<file path="config.mk">
export PLATFORM = sky130hd
export DESIGN_NAME = countdown_timer
export DESIGN_NICKNAME = d
export VERILOG_FILES = /design/src/rtl/countdown_timer_pkg.sv /design/src/rtl/countdown_timer_bcd_digit_down.sv /design/src/rtl/countdown_timer.sv
export SDC_FILE = /design/constraint.sdc
export NUM_CORES = 1
export LEC_CHECK = 0
export CAP_MARGIN = 10
export CORE_UTILIZATION = 50
export CTS_BUF_LIST = sky130_fd_sc_hd__clkbuf_4 sky130_fd_sc_hd__clkbuf_8
export CTS_CLUSTER_SIZE = 40
export DETAILED_ROUTE_END_ITERATION = 12
export PLACE_DENSITY_LB_ADDON = 0.08
export RECOVER_POWER = 50
export SYNTH_ARGS = -nofsm -noshare
export SYNTH_HDL_FRONTEND = slang
export SYNTH_SLANG_ARGS = --single-unit
</file>
<file path="constraint.sdc">
create_clock -name clk -period 2.6 [get_ports clk]
set_clock_uncertainty 0.05 [all_clocks]
set_input_delay 0.52 -clock clk [delete_from_list [all_inputs] [get_ports clk]]
set_output_delay 0.52 -clock clk [all_outputs]
set_load 0.02 [all_outputs]
</file>
<file path="src/rtl/countdown_timer_pkg.sv">
// Shared oven-stage definitions: timer state encoding, BCD digit limits and
// the default tick divider.
package countdown_timer_pkg;

  typedef enum logic [1:0] {
    ST_IDLE    = 2'd0,
    ST_ARMED   = 2'd1,
    ST_RUNNING = 2'd2,
    ST_DONE    = 2'd3
  } timer_state_t;

  localparam logic [3:0] BCD_MAX_ONES     = 4'd9;
  localparam logic [3:0] BCD_MAX_TENS     = 4'd5;
  localparam int         DEFAULT_TICK_DIV = 0;
  localparam int         NUM_DIGITS       = 4;

  function automatic logic is_bcd(input logic [3:0] d);
    return d <= BCD_MAX_ONES;
  endfunction

endpackage

</file>
<file path="src/rtl/countdown_timer_bcd_digit_down.sv">
// One BCD digit of a chained down-counter: decrements on borrow_in and
// wraps 0 -> max, passing the borrow to the next more-significant digit.
module bcd_digit_down (
  input  logic [3:0] value,
  input  logic [3:0] max,
  input  logic       borrow_in,
  output logic [3:0] next_value,
  output logic       borrow_out
);

  always_comb begin
    next_value = value;
    borrow_out = 1'b0;
    if (borrow_in) begin
      if (value == 4'd0) begin
        next_value = max;
        borrow_out = 1'b1;
      end else begin
        next_value = value - 4'd1;
      end
    end
  end

endmodule

</file>
<file path="src/rtl/countdown_timer.sv">
// Microwave mm:ss countdown timer with keypad shift-in entry, pause on
// enable low, and a one-cycle completion strobe.
module countdown_timer
  import countdown_timer_pkg::*;
#(
  parameter int TICK_DIV = DEFAULT_TICK_DIV
) (
  input  logic       clk,
  input  logic       rst,
  input  logic       tick,
  input  logic       enable,
  input  logic       clearn,
  input  logic       digit_valid,
  input  logic [3:0] digit,
  output logic [3:0] min_tens,
  output logic [3:0] min_ones,
  output logic [3:0] sec_tens,
  output logic [3:0] sec_ones,
  output logic       timer_done,
  output logic       done_pulse
);

  // Index 0 = sec_ones ... index 3 = min_tens.
  logic [NUM_DIGITS-1:0][3:0] digits, digits_nx, dec;
  logic [NUM_DIGITS:0]        borrow;
  timer_state_t               state, state_nx;
  logic                       done_nx;
  logic                       tick_eff;
  logic                       time_zero;
  logic                       do_count;
  logic                       do_entry;

  generate
    if (TICK_DIV > 0) begin : g_int_tick
      localparam int            PW   = (TICK_DIV > 1) ? $clog2(TICK_DIV) : 1;
      localparam logic [PW-1:0] LAST = PW'(TICK_DIV - 1);
      logic [PW-1:0] pre;

      always_ff @(posedge clk) begin
        if (rst || !clearn)  pre <= '0;
        else if (enable)     pre <= (pre == LAST) ? '0 : pre + PW'(1);
      end

      assign tick_eff = enable && (pre == LAST);
    end else begin : g_ext_tick
      assign tick_eff = tick;
    end
  endgenerate

  // Borrow ripples out of the top digit only when every digit is zero.
  assign borrow[0] = 1'b1;

  generate
    for (genvar i = 0; i < NUM_DIGITS; i++) begin : g_digit
      localparam logic [3:0] MAXV = (i % 2 == 1) ? BCD_MAX_TENS : BCD_MAX_ONES;
      bcd_digit_down u_digit (
        .value      (digits[i]),
        .max        (MAXV),
        .borrow_in  (borrow[i]),
        .next_value (dec[i]),
        .borrow_out (borrow[i+1])
      );
    end
  endgenerate

  assign time_zero = (digits == '0);
  assign do_count  = tick_eff && enable && !borrow[NUM_DIGITS];
  assign do_entry  = !enable && digit_valid && is_bcd(digit) && (state != ST_RUNNING);

  always_comb begin
    digits_nx = digits;
    state_nx  = state;
    done_nx   = 1'b0;
    if (!clearn) begin
      digits_nx = '0;
      state_nx  = ST_IDLE;
    end else if (do_count) begin
      digits_nx = dec;
      if (dec == '0) begin
        done_nx  = 1'b1;
        state_nx = ST_DONE;
      end else begin
        state_nx = ST_RUNNING;
      end
    end else if (do_entry) begin
      digits_nx = {digits[NUM_DIGITS-2:0], digit};
      state_nx  = ({digits[NUM_DIGITS-2:0], digit} != '0) ? ST_ARMED : ST_IDLE;
    end else if (enable && !time_zero) begin
      state_nx = ST_RUNNING;
    end else if (!enable && state == ST_RUNNING) begin
      state_nx = ST_ARMED;
    end
  end

  always_ff @(posedge clk) begin
    if (rst) begin
      digits     <= '0;
      state      <= ST_IDLE;
      done_pulse <= 1'b0;
    end else begin
      digits     <= digits_nx;
      state      <= state_nx;
      done_pulse <= done_nx;
    end
  end

  assign sec_ones   = digits[0];
  assign sec_tens   = digits[1];
  assign min_ones   = digits[2];
  assign min_tens   = digits[3];
  assign timer_done = time_zero;

endmodule

</file>
### After elaboration in Yosys (flattened, before gate mapping)

Index checks and enable logic that the tools add are counted.

* register bits after elaboration: 19
* latch bits: 0
* bits in writable memories: 0
* bits in read-only memories: 0
* bits of input ports: 10
* output and inout port bits: 18
* word-level logic and storage cells: 59
* memories kept: 0

* add/sub/neg operators: 4
* multipliers: 0
* divide/modulo/power cells: 0
* magnitude comparators: 1
* eq/ne operators: 2
* shift operators: 0
* muxes and demuxes: 23
* bitwise operators: 2
* reductions and logical operators: 21

Operators by type and width (number)
* $logic_not 16->1: 2
* $mux 16: 2
* $mux 4: 7
* $logic_not 4->1: 4
* $reduce_bool 16->1: 1
* $sub 4x1->4 const B: 4
* $mux 1: 10
* $mux 2: 4
* $logic_and 1x1->1: 7
* $le 4x4->1 const B: 1
* $reduce_bool 4->1: 1
* $logic_not 1->1: 3
* $reduce_or 3->1: 1
* $eq 2x2->1 const B: 1
* $ne 2x2->1 const B: 1
* $not 1->1: 2
* $reduce_bool 2->1: 1
* $reduce_or 2->1: 1

### Depth between registers and ports, before layout

Gate-level depths: netlist (run 1).

* depth after elaboration: 9
* depth in mapped cells: 7
* mapped depth without buffers: 5

### By module

From an unflattened synthesis (run 1), not the netlist that was laid out.

* cells, all modules: 201
* area total of the unflattened synthesis: 1669.1 µm²

Modules (own cells, without submodules)
* countdown_timer: instances 1, cells each 109, area each 1028.5 µm², seq. area each 380.4 µm²
* bcd_digit_down: instances 4, cells each 23, area each 160.2 µm², seq. area each 0.0 µm²

### Worst setup path after synthesis (run 1)

Ideal clock, no wire load.

* kind: reg2out
* start point: reg digits (netlist bit sec_ones[2])
* end point: out timer_done
* arrival time: 1983 ps
* data required time: 2030 ps
* setup slack: 47 ps
* cell stages (with the launch flop): 6
* path buffers: 2
* path through: dfxtp_1 buf_6 or4_4 or4_4 buf_6 nor2_1

* word-level cells in the longest chain between the ends: 1

RTL lines
* start: declaration: RTL line countdown_timer.sv:24 `logic [NUM_DIGITS-1:0][3:0] digits, digits_nx, dec;`
* start signal: assignment: RTL line countdown_timer.sv:101 `digits <= digits_nx;`
* $logic_not 16->1: RTL line countdown_timer.sv:66 `assign time_zero = (digits == '0);`
* end: declaration: RTL line countdown_timer.sv:19 `output logic timer_done,`

No other way between the ends.

### Worst setup path in the final report (run 1)

* start point: reg digits (netlist bit sec_tens[2])
* end point: out timer_done

The elaborated chain is that of the path after synthesis.

==> impl_metrics.env, run 1 <==
export IMPL_drt_first_pass_iters=4
export IMPL_synth_distinct_cells=45
export IMPL_grt_overflow=0
export IMPL_reg2reg_slack_ns=0.21
export IMPL_core_mm2=0.00204
export IMPL_clk_pin_slew_worst_paths_ns=0.11
export IMPL_r2r_start="sec_tens[2]"
export IMPL_crit_slowest_cell="or4_4"
export IMPL_numCtsBuffers=3
export IMPL_share_seq_of_total_power_pct=47.6
export IMPL_slew_viol_final=0
export IMPL_ir_drop_v=0.000311
export IMPL_p_switching_uw=192
export IMPL_die_h_um=49.5
export IMPL_layout_nets=189
export IMPL_htree_levels=1
export IMPL_drc=0
export IMPL_timing_fmax_mhz=397
export IMPL_die_w_um=49.5
export IMPL_cp_endpoint="timer_done"
export IMPL_grt_util_met1_pct=39.4
export IMPL_dieArea_mm2=0.00245
export IMPL_root_buffer="clkbuf_4"
export IMPL_detail_route_iter0_violations=49
export IMPL_grt_busiest_layer="met2"
export IMPL_yosys_warnings=0
export IMPL_worst_path_dominant_cell_family="simple AND/OR/NAND/NOR gates"
export IMPL_critical_path_buf_inv_count=1
export IMPL_initial_core_util_pct=55.2
export IMPL_netlist_area_mm2=0.00113
export IMPL_ys_seq_elements=19
export IMPL_crit_top_cell="or4_4"
export IMPL_worst_pin_slew_ns=0.499
export IMPL_drive_gt1_share_pct=18.5
export IMPL_p_per_area_mw_per_mm2=409
export IMPL_ios=28
export IMPL_syn_nets=149
export IMPL_fin_crit_sh_pct=96.9
export IMPL_status="finished clean"
export IMPL_vias=1309
export IMPL_cts_setup_buffers=0
export IMPL_p_int_uw=441
export IMPL_worstPathCellList="or4_4 -> or4_4 -> nor2_2 -> buf_4"
export IMPL_grt_pass1_wl_mm=5.64
export IMPL_hp_class="reg -> reg"
export IMPL_r2r_end="min_ones[2]"
export IMPL_crit_cells=4
export IMPL_cts_sinks=19
export IMPL_setup_violations_final=0
export IMPL_num_rows=16
export IMPL_use_met2_pct=49.8
export IMPL_grt_max_degree=17
export IMPL_critical_path_arrival_ns=1.95
export IMPL_synthesis_instances=139
export IMPL_synth_avg_cell_area_um2=8.11
export IMPL_switching_share_pct=30.3
export IMPL_rsz0062_at_grt="false"
export IMPL_fin_crit_ns=2.52
export IMPL_synth_edf_count=0
export IMPL_slowest_delay_ns=0.53
export IMPL_final_antenna_net_count=0
export IMPL_viasPerCell=6.39
export IMPL_track_usage_pct=30.3
export IMPL_wirelength_mm=3.38
export IMPL_n_antenna_cell=0
export IMPL_synth_ff_type="dfxtp_1"
export IMPL_clock_latency_ns=0.31
export IMPL_crit_fanout=2
export IMPL_ys_seq_area_share_pct=33.7
export IMPL_hold_violations=0
export IMPL_port_buffers=27
export IMPL_fin_util_pct=75.8
export IMPL_hold_ws_ns=0.434
export IMPL_grt_pass1_vias=1210
export IMPL_maxCapViolCount=0
export IMPL_area_growth_pct=37.3
export IMPL_end_kind="primary output"
export IMPL_p_clk_share_pct=26.6
export IMPL_cp_start_kind="flop"
export IMPL_antenna_found_initial=0
export IMPL_met3_usage_pct=4.94
export IMPL_wl_per_cell_um=16.5
export IMPL_cts_tree="yes"
export IMPL_ys_async_sr_fraction_pct=0
export IMPL_combPwrFrac_pct=25.9
export IMPL_clockBufferDepth=2
export IMPL_hpwlAfterDp_mm=2.47
export IMPL_cp_startpoint="sec_tens[2]"
export IMPL_criticalPathCategory="reg -> out"
export IMPL_max_slew_margin_pct=66.7
export IMPL_gp_congestion=0.826
export IMPL_p_leak_nw=0.637
export IMPL_r2r_cells=6
export IMPL_crit_required_ns=2.03
export IMPL_fillers=166
==> placed cells by master (no fill, tap or decap), types with 2 or more instances in the layout <==
cell / netlist / final
nand3_1: 5 / 5
clkdlybuf4s50_1: 0 / 11
a21oi_1: 9 / 9
or4_4: 2 / 2
nor4_1: 4 / 4
dfxtp_1: 19 / 19
nand4_1: 2 / 2
o311ai_0: 3 / 3
o21ai_2: 2 / 2
a221oi_1: 2 / 2
nor2b_1: 2 / 2
o211ai_1: 3 / 3
a2bb2oi_1: 2 / 2
o21ai_1: 2 / 2
buf_4: 0 / 19
a31oi_1: 5 / 5
nand2_1: 14 / 14
mux2i_1: 2 / 2
nor3_1: 5 / 5
o21ai_0: 4 / 4
or3_1: 5 / 5
nor2_1: 13 / 12
clkbuf_4: 0 / 5
dlygate4sd3_1: 0 / 15
nand2b_1: 2 / 2
==> power groups by stage <==
stage	Clock, mW	Sequential [mW]	Combinational (mW)
6_report	0.168	0.301	0.164
5_1_grt	0.190	0.302	0.175
4_1_cts	0.170	0.301	0.161
3_5_place_dp	0	0.308	0.163
3_3_place_gp	0	0.307	0.159
2_1_floorplan	0	0.314	0.0909
==> synthesized netlist by cell type, drive strengths merged, types with 2 or more instances <==
cell type | n | area, um2
nor3 | 5 | 25.0
mux2i | 2 | 20.0
a221oi | 2 | 17.5
nor4 | 5 | 37.5
or3 | 5 | 31.3
buf | 3 | 26.3
or4 | 3 | 30.0
a2bb2oi | 2 | 17.5
nand3 | 5 | 25.0
nor2 | 13 | 48.8
dfxtp | 19 | 380
o21ai | 8 | 47.6
o311ai | 3 | 26.3
nand2 | 14 | 52.6
a21oi | 9 | 45.0
o211ai | 4 | 35.0
nand2b | 2 | 12.5
nor2b | 2 | 12.5
clkbuf | 8 | 30.0
a31oi | 5 | 31.3
nand4 | 2 | 12.5
==> timing repair <==
action,4_1_cts,5_1_grt
hold buffers,0,0
resized for setup,4,2
cloned,0,0
setup endpoints to repair,1,1
==> tightest hold or removal path: stages, from the launching register on <==
cell	delay [ns]
dfxtp_1	0.32
o21ai_0	0.06
a21oi_1	0.06
==> state kept, by name, indices dropped and copies added, names as in the netlist <==
name,count
sec_tens,4
sec_ones,4
state,2
done_pulse,1
min_tens,4
min_ones,4
==> per-stage QoR <==
stage | worst slack, ns | instance area (um2) | TNS (ns) | total power, mW | cells
2_1_floorplan | 0.0472 | 1130 | 0 | 0.405 | 139
3_3_place_gp | -0.000939 | 1520 | -0.000939 | 0.466 | 201
3_5_place_dp | -0.0516 | 1520 | -0.0516 | 0.471 | 201
4_1_cts | 0.0443 | 1550 | 0 | 0.632 | 205
5_1_grt | 0.0191 | 1550 | 0 | 0.668 | 205
6_report | 0.0796 | 1550 | 0 | 0.633 | 205
==> logic make-up after synthesis <==
family	count (synthesis)	share of synthesized area [%]
AND/OR/NAND/NOR	62	30.7
AO/OA/AOI/OAI	43	27.6
XOR/XNOR	1	0.777
flip-flops	19	33.7
multiplexers	2	1.78
buffers and inverters	12	5.33
==> how the worst min path moves through the flow <==
stage,start,endpoint,slack (ns),cells after the start
after floorplan,state[1],state[1],0.40,2
after global placement,state[1],state[1],0.42,2
after detailed placement,state[1],state[1],0.42,2
after CTS,state[1],state[1],0.43,2
after global routing,state[1],state[1],0.47,2
final,state[1],state[1],0.43,2
==> routing by layer <==
| layer | vias up | part of all wire, % |
|---|---|---|
| li1 | 608 | - |
| met1 | 620 | 41 |
| met2 | 69 | 49 |
| met3 | 12 | 7.7 |
| met4 | 0 | 2.7 |
| met5 | - | 0 |
==> area by class of cell <==
type	instances	area, um2	area share, %
Multi-Input combinational cell	108	689	44.5
Clock buffer	4	30.0	1.94
Sequential cell	19	380	24.6
Tap cell	27	33.8	2.18
Inverter	1	3.75	0.243
Timing Repair Buffer	46	410	26.5
Note: power is estimated with default switching activity, not from simulation.
==> run 2: changes to the inputs <==
--- a/config.mk
+++ b/config.mk
@@ -6,12 +6,14 @@
 export NUM_CORES = 1
 export LEC_CHECK = 0
 export CAP_MARGIN = 10
+export CORE_MARGIN = 5
 export CORE_UTILIZATION = 50
 export CTS_BUF_LIST = sky130_fd_sc_hd__clkbuf_4 sky130_fd_sc_hd__clkbuf_8
 export CTS_CLUSTER_SIZE = 40
 export DETAILED_ROUTE_END_ITERATION = 12
 export PLACE_DENSITY_LB_ADDON = 0.08
 export RECOVER_POWER = 50
+export SLEW_MARGIN = 20
 export SYNTH_ARGS = -nofsm -noshare
 export SYNTH_HDL_FRONTEND = slang
 export SYNTH_SLANG_ARGS = --single-unit
==> impl_metrics.env, run 2 (synthesis results as in run 1) <==
export IMPL_critical_path_arrival_ns=1.94
export IMPL_drive_gt1_share_pct=16.9
export IMPL_hp_class="reg -> reg"
export IMPL_clk_pin_slew_worst_paths_ns=0.12
export IMPL_drc=0
export IMPL_final_common_cell="dfxtp_1"
export IMPL_area_growth_pct=36.3
export IMPL_setup_violations_final=0
export IMPL_detail_route_iter0_violations=41
export IMPL_htree_levels=1
export IMPL_gp_congestion=0.772
export IMPL_worstPathCellList="or4_4 -> or4_4 -> nor2_1 -> buf_4"
export IMPL_share_seq_of_total_power_pct=48.6
export IMPL_cp_start_kind="flop"
export IMPL_fillers=173
export IMPL_timing_fmax_mhz=398
export IMPL_fin_cells=206
export IMPL_p_leak_nw=0.628
export IMPL_worst_path_dominant_cell_family="simple AND/OR/NAND/NOR gates"
export IMPL_grt_pass1_wl_mm=5.30
export IMPL_slew_viol_final=0
export IMPL_num_rows=17
export IMPL_hold_violations=0
export IMPL_layout_common_cells="dfxtp_1, buf_4, nand2_1, dlygate4sd3_1, nor2_1"
export IMPL_antenna_found_initial=0
export IMPL_cts_tree="yes"
export IMPL_p_total_uw=618
export IMPL_crit_fanout=2
export IMPL_status="finished clean"
export IMPL_ios=28
export IMPL_critical_path_buf_inv_count=1
export IMPL_numCtsBuffers=3
export IMPL_placed_area_mm2=0.00153
export IMPL_p_int_uw=426
export IMPL_dp_slack_ns=-0.0291
export IMPL_die_w_um=57.5
export IMPL_cts_setup_buffers=0
export IMPL_initial_core_util_pct=51.5
export IMPL_tns_ns=0
export IMPL_slowest_delay_ns=0.53
export IMPL_wl_per_cell_um=15.5
export IMPL_grt_max_degree=17
export IMPL_p_clk_share_pct=25.6
export IMPL_p_per_area_mw_per_mm2=402
export IMPL_cts_sinks=19
export IMPL_postCtsHoldBufs=0
export IMPL_n_antenna_cell=0
export IMPL_criticalPathCategory="reg -> out"
export IMPL_clock_latency_ns=0.30
export IMPL_rsz0062_at_grt="false"
export IMPL_dieArea_mm2=0.00330
export IMPL_ir_drop_v=0.000345
export IMPL_final_antenna_net_count=0
export IMPL_core_mm2=0.00219
export IMPL_p_switching_uw=192
export IMPL_combPwrFrac_pct=25.8
export IMPL_fin_util_pct=70.1
export IMPL_layout_nets=189
export IMPL_maxCapViolCount=0
export IMPL_root_buffer="clkbuf_4"
export IMPL_final_cell_area_mm2=0.00154
export IMPL_die_h_um=57.5
export IMPL_fin_crit_sh_pct=96.7
export IMPL_vias=1260
export IMPL_clockBufferDepth=2
export IMPL_track_usage_pct=19.9
export IMPL_hpwlAfterDp_mm=2.34
export IMPL_worst_pin_slew_ns=0.758
export IMPL_grt_pass1_vias=1137
export IMPL_crit_top_cell="or4_4"
export IMPL_viasPerCell=6.12
export IMPL_switching_share_pct=31.1
export IMPL_fin_crit_ns=2.51
export IMPL_port_buffers=27
export IMPL_crit_slowest_cell="or4_4"
export IMPL_drt_first_pass_iters=4
export IMPL_hold_ws_ns=0.432
export IMPL_max_slew_margin_pct=49.5
export IMPL_wirelength_mm=3.20
export IMPL_end_kind="primary output"
export IMPL_grt_overflow=0
export IMPL_dp_cells=202
export IMPL_crit_required_ns=2.03
export IMPL_fin_ws_ns=0.0870
-- run 2: cell types whose count changed in the layout (fill, tap and decap cells not counted), sizes merged --
cell,change
buf,-1
clkdlybuf4s50,+1
clkinv,+1
dlygate4sd3,-1
-- run 2: cell type report --
type                       count  area, um2  share of cell area, %
clock inverter                 1       5.00                  0.326
inverter                       1       3.75                  0.244
sequential                    19        380                   24.8
clock buffer                   3       22.5                   1.47
multi-input combinational    108        683                   44.5
tap                           28       35.0                   2.28
timing repair buffer          46        407                   26.5
-- run 2: final timing paths --
check,from,end,slack [ns],cells after the start
worst max-delay path,sec_tens[2],timer_done,0.09,4
worst min-delay path,state[1],state[1],0.43,2
worst max register to register,sec_tens[2],state[0],0.19,6
worst min register to register,state[1],state[1],0.43,2
-- run 2: timing repair --
action | CTS | global route
setup endpoints to repair | 1 | 1
hold endpoints to repair | 0 | 0
resized for setup | 4 | 1
pin swaps | 0 | 0
-- run 2: layer usage --
layer,track usage [%],share of wire [%],wire (um)
met3,3.17,7.0,223
met5,0,0,0
met2,32.4,46,1460
met1,28.0,46,1480
met4,3.31,1.1,34
-- run 2: power groups by stage --
| stage | clock, mW | sequential [mW] | combinational (mW) |
|---|---|---|---|
| after global routing | 0.167 | 0.301 | 0.173 |
| after CTS | 0.156 | 0.300 | 0.161 |
| after floorplan | 0 | 0.314 | 0.0909 |
| final | 0.158 | 0.300 | 0.159 |
| after detailed placement | 0 | 0.307 | 0.164 |
| after global placement | 0 | 0.307 | 0.161 |
-- run 2: tightest hold or removal path, stage by stage, from the launching register on --
cell,delay [ns]
dfxtp_1,0.33
o21ai_0,0.06
a21oi_1,0.06
==> run 3: changes to the inputs <==
--- a/config.mk
+++ b/config.mk
@@ -9,7 +9,7 @@
 export CORE_MARGIN = 5
 export CORE_UTILIZATION = 50
 export CTS_BUF_LIST = sky130_fd_sc_hd__clkbuf_4 sky130_fd_sc_hd__clkbuf_8
-export CTS_CLUSTER_SIZE = 40
+export CTS_CLUSTER_SIZE = 30
 export DETAILED_ROUTE_END_ITERATION = 12
 export PLACE_DENSITY_LB_ADDON = 0.08
 export RECOVER_POWER = 50
==> results of run 3 <==
Same layout as run 2: the final DEF is identical, and so are final timing and power.
